[src/rtl/apb_master_mc.sv]
// Multi-slave APB master: turns valid/ready commands into SETUP/ACCESS transfers and returns one registered response.
// Optional ACCESS-phase timeout abort is enabled by defining APB_MASTER_TIMEOUT_EN.
module apb_master_mc #(
    parameter int ADDR_WIDTH = 8,
    parameter int DATA_WIDTH = 8,
    parameter int NUM_SLAVES = 3,
    parameter int DEC_BITS   = 4,
    parameter int TIMEOUT    = 16
) (
    input  logic                             pclk,
    input  logic                             preset,
    input  logic                             cmd_valid,
    output logic                             cmd_ready,
    input  logic                             cmd_write,
    input  logic [ADDR_WIDTH-1:0]            cmd_addr,
    input  logic [DATA_WIDTH-1:0]            cmd_wdata,
    output logic                             rsp_valid,
    output logic [DATA_WIDTH-1:0]            rsp_rdata,
    output logic                             rsp_err,
    output logic [ADDR_WIDTH-1:0]            paddr,
    output logic [NUM_SLAVES-1:0]            psel,
    output logic                             penable,
    output logic                             pwrite,
    output logic [DATA_WIDTH-1:0]            pwdata,
    input  logic [NUM_SLAVES*DATA_WIDTH-1:0] prdata,
    input  logic [NUM_SLAVES-1:0]            pready,
    input  logic [NUM_SLAVES-1:0]            pslverr
);

    typedef enum logic [1:0] {
        IDLE   = 2'd0,
        SETUP  = 2'd1,
        ACCESS = 2'd2
    } state_t;

    state_t                  state_reg, state_next;
    logic [ADDR_WIDTH-1:0]   paddr_reg, paddr_next;
    logic [NUM_SLAVES-1:0]   psel_reg, psel_next;
    logic                    penable_reg, penable_next;
    logic                    pwrite_reg, pwrite_next;
    logic [DATA_WIDTH-1:0]   pwdata_reg, pwdata_next;
    logic                    rsp_valid_reg, rsp_valid_next;
    logic [DATA_WIDTH-1:0]   rsp_rdata_reg, rsp_rdata_next;
    logic                    rsp_err_reg, rsp_err_next;

    logic [DEC_BITS-1:0]     idx;
    logic [NUM_SLAVES-1:0]   dec_onehot;
    logic                    idx_ok;
    logic [DATA_WIDTH-1:0]   rdata_slice [NUM_SLAVES];
    logic [DATA_WIDTH-1:0]   sel_rdata;
    logic                    sel_ready;
    logic                    sel_err;

    assign idx    = cmd_addr[ADDR_WIDTH-1 -: DEC_BITS];
    assign idx_ok = |dec_onehot;

    // An index beyond NUM_SLAVES leaves dec_onehot all-zero, which flags the decode error.
    generate
        for (genvar gi = 0; gi < NUM_SLAVES; gi++) begin : g_slave
            assign dec_onehot[gi]  = (idx == DEC_BITS'(gi));
            assign rdata_slice[gi] = prdata[gi*DATA_WIDTH +: DATA_WIDTH];
        end
    endgenerate

    always_comb begin
        sel_rdata = '0;
        sel_ready = 1'b0;
        sel_err   = 1'b0;
        for (int i = 0; i < NUM_SLAVES; i++) begin
            if (psel_reg[i]) begin
                sel_rdata = sel_rdata | rdata_slice[i];
                sel_ready = sel_ready | pready[i];
                sel_err   = sel_err | pslverr[i];
            end
        end
    end

`ifdef APB_MASTER_TIMEOUT_EN
    logic [15:0] count_reg, count_next;
    logic        timeout_hit;

    assign timeout_hit = (count_reg == 16'(TIMEOUT - 1));
`else
    logic [15:0] unused_timeout;

    assign unused_timeout = 16'(TIMEOUT);
`endif

    always_comb begin
        state_next     = state_reg;
        paddr_next     = paddr_reg;
        psel_next      = psel_reg;
        penable_next   = penable_reg;
        pwrite_next    = pwrite_reg;
        pwdata_next    = pwdata_reg;
        rsp_valid_next = 1'b0;
        rsp_rdata_next = rsp_rdata_reg;
        rsp_err_next   = rsp_err_reg;
`ifdef APB_MASTER_TIMEOUT_EN
        count_next     = count_reg;
`endif
        case (state_reg)
            IDLE: begin
                if (cmd_valid) begin
                    if (idx_ok) begin
                        paddr_next   = cmd_addr;
                        pwrite_next  = cmd_write;
                        pwdata_next  = cmd_write ? cmd_wdata : '0;
                        psel_next    = dec_onehot;
                        penable_next = 1'b0;
                        state_next   = SETUP;
                    end else begin
                        rsp_valid_next = 1'b1;
                        rsp_err_next   = 1'b1;
                        rsp_rdata_next = '0;
                    end
                end
            end
            SETUP: begin
                penable_next = 1'b1;
                state_next   = ACCESS;
`ifdef APB_MASTER_TIMEOUT_EN
                count_next   = '0;
`endif
            end
            ACCESS: begin
                if (sel_ready) begin
                    psel_next      = '0;
                    penable_next   = 1'b0;
                    state_next     = IDLE;
                    rsp_valid_next = 1'b1;
                    rsp_err_next   = sel_err;
                    rsp_rdata_next = (!pwrite_reg && !sel_err) ? sel_rdata : '0;
                end
`ifdef APB_MASTER_TIMEOUT_EN
                else if (timeout_hit) begin
                    psel_next      = '0;
                    penable_next   = 1'b0;
                    state_next     = IDLE;
                    rsp_valid_next = 1'b1;
                    rsp_err_next   = 1'b1;
                    rsp_rdata_next = '0;
                end else begin
                    count_next = count_reg + 16'd1;
                end
`endif
            end
            default: begin
                psel_next    = '0;
                penable_next = 1'b0;
                state_next   = IDLE;
            end
        endcase
    end

    always_ff @(posedge pclk) begin
        if (preset) begin
            state_reg     <= IDLE;
            paddr_reg     <= '0;
            psel_reg      <= '0;
            penable_reg   <= 1'b0;
            pwrite_reg    <= 1'b0;
            pwdata_reg    <= '0;
            rsp_valid_reg <= 1'b0;
            rsp_rdata_reg <= '0;
            rsp_err_reg   <= 1'b0;
        end else begin
            state_reg     <= state_next;
            paddr_reg     <= paddr_next;
            psel_reg      <= psel_next;
            penable_reg   <= penable_next;
            pwrite_reg    <= pwrite_next;
            pwdata_reg    <= pwdata_next;
            rsp_valid_reg <= rsp_valid_next;
            rsp_rdata_reg <= rsp_rdata_next;
            rsp_err_reg   <= rsp_err_next;
        end
    end

`ifdef APB_MASTER_TIMEOUT_EN
    always_ff @(posedge pclk) begin
        if (preset) begin
            count_reg <= '0;
        end else begin
            count_reg <= count_next;
        end
    end
`endif

    assign cmd_ready = (state_reg == IDLE) && !preset;
    assign paddr     = paddr_reg;
    assign psel      = psel_reg;
    assign penable   = penable_reg;
    assign pwrite    = pwrite_reg;
    assign pwdata    = pwdata_reg;
    assign rsp_valid = rsp_valid_reg;
    assign rsp_rdata = rsp_rdata_reg;
    assign rsp_err   = rsp_err_reg;

endmodule
[config.mk]
export PLATFORM = sky130hd
export DESIGN_NAME = apb_master_mc
export DESIGN_NICKNAME = d
export VERILOG_FILES = /design/src/rtl/apb_master_mc.sv
export SDC_FILE = /design/constraint.sdc
export NUM_CORES = 1
export LEC_CHECK = 0
export BUFFER_PORTS_ARGS = -buffer_cell sky130_fd_sc_hd__buf_2
export CAP_MARGIN = 15
export CORE_MARGIN = 2
export CORE_UTILIZATION = 42
export DETAILED_ROUTE_END_ITERATION = 10
export PLACE_DENSITY = 0.89
export SYNTH_ARGS = -nofsm -noshare
export SYNTH_HDL_FRONTEND = slang
export SYNTH_SLANG_ARGS = --single-unit
[constraint.sdc]
create_clock -name pclk -period 1.95 [get_ports pclk]
set_input_delay 0 -clock pclk [delete_from_list [all_inputs] [get_ports pclk]]
set_output_delay 0 -clock pclk [all_outputs]
set_load 0.005 [all_outputs]
# [After elaboration in Yosys (flattened, before gate mapping)]
# Index checks and enable logic that the tools add are counted.
[word_totals] ff_bits=33 out_inout_bits=32 elab_cells=72
[op_classes] mux=35 n_bitwise=7 n_eq_ne=8 n_reduce_logical=13
[ops] op="$mux W8" count=8
[ops] op="$or A8 B8 Y8" count=2
[ops] op="$pmux W8 S2" count=1
[ops] op="$mux W1" count=15
[ops] op="$mux W3" count=3
[ops] op="$pmux W3 S3" count=1
[ops] op="$ne A2 B2 Y1 const B" count=4
[ops] op="$reduce_and A4 Y1" count=2
[ops] op="$mux W2" count=3
[ops] op="$pmux W2 S3" count=1
[ops] op="$reduce_and A3 Y1" count=2
[ops] op="$eq A4 B1 Y1 const B" count=1
[ops] op="$eq A4 B2 Y1 const B" count=1
[ops] op="$logic_not A4 Y1" count=1
[ops] op="$or A1 B1 Y1" count=4
[ops] op="$pmux W1 S2" count=2
[ops] op="$logic_not A1 Y1" count=3
[ops] op="$pmux W1 S3" count=1
[ops] op="$reduce_or A3 Y1" count=1
[ops] op="$eq A2 B1 Y1 const B" count=1
[ops] op="$eq A2 B2 Y1 const B" count=1
[ops] op="$logic_and A1 B1 Y1" count=2
[ops] op="$logic_not A2 Y1" count=1
[ops] op="$reduce_bool A2 Y1" count=1
[ops] op="$not A1 Y1" count=1

# [Longest topological paths before layout]
[depth] depth_word=10 ltp_mapped=7 mapped_depth_nobuf=4

# [Least setup slack after synthesis]
# OpenSTA, ideal clock, no wires.
[synth_path] path_kind="register -> register" start="reg psel_reg[1], in the netlist psel[1]" end="reg rsp_rdata_reg[0], in the netlist rsp_rdata[0]" slack_ps=428 stages_incl_launch_ff=5 path_buffers=0 synth_period_minus_slack_ps=1522 arrival_ps=1399 path_cell_list="dfxtp_1 > a222oi_1 > a2bb2oi_1 > nor2_2 > mux2_1"
[synth_between] elab_chain_len=8 word_cells_on_any_way=16
[synth_lines] item="from (decl)" line_no="38" source="logic [NUM_SLAVES-1:0] psel_reg, psel_next;"
[synth_lines] item="from (signal assigned)" line_no="170" source="psel_reg <= psel_next;"
[synth_lines] item="$mux W1" line_no="70" source="if (psel_reg[i]) begin"
[synth_lines] item="$or A1 B1 Y1" line_no="73" source="sel_err = sel_err | pslverr[i];"
[synth_lines] item="$mux W1" line_no="70"
[synth_lines] item="$logic_not A1 Y1" line_no="133" source="rsp_rdata_next = (!pwrite_reg && !sel_err) ? sel_rdata : '0;"
[synth_lines] item="$logic_and A1 B1 Y1" line_no="133"
[synth_lines] item="$mux W8" line_no="133"
[synth_lines] item="$mux W8" line_no="127" source="if (sel_ready) begin"
[synth_lines] item="$pmux W8 S2" line_no="102" source="case (state_reg)"
[synth_lines] item="to (signal assigned)" line_no="175" source="rsp_rdata_reg <= rsp_rdata_next;"
[synth_lines] item="to (decl)" line_no="43" source="logic [DATA_WIDTH-1:0] rsp_rdata_reg, rsp_rdata_next;"
# Several ways; a longest one is shown, not always the timed one. The select of a mux whose other input is x is not followed.
# A chain may end at the register's enable or synchronous reset.

# [Final worst setup path]
[layout_path] start="in cmd_addr[5]" end="reg psel_reg[1], in the netlist psel[1]"
[layout_between] elab_chain_len=4 word_cells_on_any_way=9
[layout_lines] item="from (decl)" line_no="15" source="input logic [ADDR_WIDTH-1:0] cmd_addr,"
[layout_lines] item="$eq A4 B1 Y1 (tied with other cells)" line_no="60" source="assign dec_onehot[gi] = (idx == DEC_BITS'(gi));"
[layout_lines] item="$reduce_or A3 Y1 or $mux W3 (tied branches)" line_no="55, 105"
[layout_lines] item="$ne A2 B2 Y1 (no source line) or $mux W3 (tied branches)"
[layout_lines] item="$reduce_and A4 Y1 (no source line) or $pmux W3 S3 (tied branches)"
# Several ways; a longest one is shown, not always the timed one. The select of a mux whose other input is x is not followed.

==> summary.txt <==
PwrDens = 585.6 mW/mm²
Initial antenna violation count = 0
DR pass1 iterations = 5
DPL Wire Length = 2708 µm
First-pass GRT wire length = 6651 µm
CP Launch Type = input port
GRT Total Usage = 0.2405
Switching power = 299.1 µW
Yosys reg bits = 32
Finished Core Util = 0.6573
Max VDD drop = 0.3212 mV
DR top layer = met4
Worst EP required = 2220 ps
Iteration-0 DRC count of the detailed router = 96
Vias in the first global route = 1,510
Mapped Nets = 201
Clock buffer depth = 2
Wl on met1 = 1669 µm
Via count = 1,555
Number of buffers created by CTS = 5
Mapped Area = 0.001379 mm²
Cell area after placement = 0.001817 mm²
Core area = 0.003078 mm²
Number of synthesized flops with an enable pin = 0
Critical path endpoint category = flop
Top Ports = 82
Avg Vias per Cell = 5.307
Drc violations = 0
Die Span Y = 61.30 µm
Leakage = 0.0009412 µW
Initial Util = 0.4480
Top cell type's share of synthesized area = 0.4646
CTS tree = done
Clk sinks = 32
Detailed-route wire length = 4275 µm
Post-synth ARST share = 0
Synth top area cells = dfxtp_1, a222oi_1, a21oi_1, mux2_1, nand2_1
Achievable Freq = 0.5439 GHz
Internal power = 885.6 µW
Clk Latency, worst-skew pair = 320 ps
Combinational Power Share = 0.143
Area Overhead vs Synth = 46.73%
Met3 WL = 207 µm
Reg clk slew, reported paths = 100 ps
WL/cell = 14.59 µm
CTS Root Cell = clkbuf_4
Total grt overflow = 0
Unique masters post-synth = 28
Design area = 0.002023 mm²
Hold Path Class = in -> reg
Fin. Hold Viols = 0
Antenna-violating nets left = 0
Seq/Total Area, Yosys = 0.4646
Final hold slack = 13.85 ps
Final Wtd Congestion = 0.7785
Sw frac = 0.2524
Setup-failing EPs final = 0
Clock Power Share = 0.290
Synth cell count leaders = dfxtp_1, nand2_1, a21oi_1
Met2 Wirelength = 2275 µm
Post-layout nets = 299
CP Class = in -> reg
Most common cell in the netlist = dfxtp_1
Setup Skew = 8.556 ps
Synth Warn # = 0
Setup bufs post-CTS = 0
Cts hold-fix bufs = 16
Mean Syn Cell Area = 9.131 µm²
Crit-path max FO = 16
Pin count of the biggest net entering global routing = 32
Post-cts sizing count = 0
Status = completed
Ys flop type = dfxtp_1
Cells after Synth = 151
Largest area contributor in the netlist = dfxtp_1
# port buffers = 81
Worst EP arrival = 2100 ps
RSZ-0062 raised after global routing = no
N_diodes = 0
Tmin final = 1839 ps
Final-report max-slew violation count = 0
Slew at the pin with the worst max-slew slack = 667.9 ps
Sum Neg Setup Slack = 0 ps
Share of cells above drive strength 1 = 0.3815
Final period utilization = 0.9428
Die X = 61.30 µm
Rows = 20
Rel. slew slack = 0.5547
Max Cap Viol = 0
Die area = 0.003757 mm²
Clock H-tree levels = 2
Reg power frac = 0.567
[final timing paths]
check,end,slack (ps),depth (start not counted),from
worst max register to register,rsp_rdata[7],240,4,state_reg[1]
worst min-delay path,pwrite,10,3,cmd_write
worst min register to register,pwdata[3],460,2,pwdata[3]
worst max-delay path,psel[1],110,6,cmd_addr[5]
[power groups by stage]
stage,clock (µW),sequential (µW),combinational [µW]
2_1_floorplan,0,687,64.6
3_3_place_gp,0,686,137
3_5_place_dp,0,686,140
4_1_cts,345,671,165
5_1_grt,377,673,186
6_report,344,671,169
[placed cells by master (no fill, tap or decap)]
cell type / n
inv_1: 3
o21ai_1: 1
clkbuf_4: 5
clkinv_2: 1
mux2_1: 8
nor3_4: 1
a32o_1: 3
buf_2: 81
nor3_1: 3
nand3b_1: 1
nor2_1: 9
dfxtp_1: 32
a2bb2oi_1: 1
a21oi_1: 18
dlygate4sd3_1: 16
o21a_1: 1
nor2_2: 1
a211o_1: 1
nor3b_1: 2
nand2_1: 22
nor2b_1: 9
nor2_8: 1
clkbuf_1: 1
nand3_1: 8
buf_4: 5
a222oi_1: 10
or3_1: 1
nor4b_1: 1
nand4_1: 2
nand2b_1: 1
[layout make-up]
class,instances,area (µm²)
clock inverter,1,5.005
sequential,32,640.6
fill,262,1055
clock buffer,6,41.29
multi-input combinational,105,666.9
tap,44,55.05
timing repair buffer,102,603.1
inverter,3,11.26
[cells by family (layout without fill, tap and decap cells)]
logic type             count (synthesis)  count (layout)  share of synthesized area
AND/OR/NAND/NOR                       62              62                     0.2368
AO/OA/AOI/OAI                         35              35                     0.1815
flip-flops                            32              32                     0.4646
buffers and inverters                 14             112                    0.05173
multiplexers                           8               8                    0.06534
[layer usage]
metal  up-vias  track usage
li1        741            -
met5         -            0
met4         0       0.1211
met3        14      0.05882
met2        59       0.3921
met1       741       0.2952
[metrics by stage]
stage	setup slack (ps)	total power, µW	std cells
6_report	111.5	1185	293
5_1_grt	49.85	1235	293
4_1_cts	153.5	1181	293
3_5_place_dp	284.5	826.0	270
3_3_place_gp	333.3	823.4	270
2_1_floorplan	427.9	751.6	151
[worst max-delay path: stages]
cell and delay, ps:
dlygate4sd3_1 530, buf_2 150, a211o_1 390, or3_1 670, nor2_8 200, a32o_1 170
(Power assumes the default switching activity.)
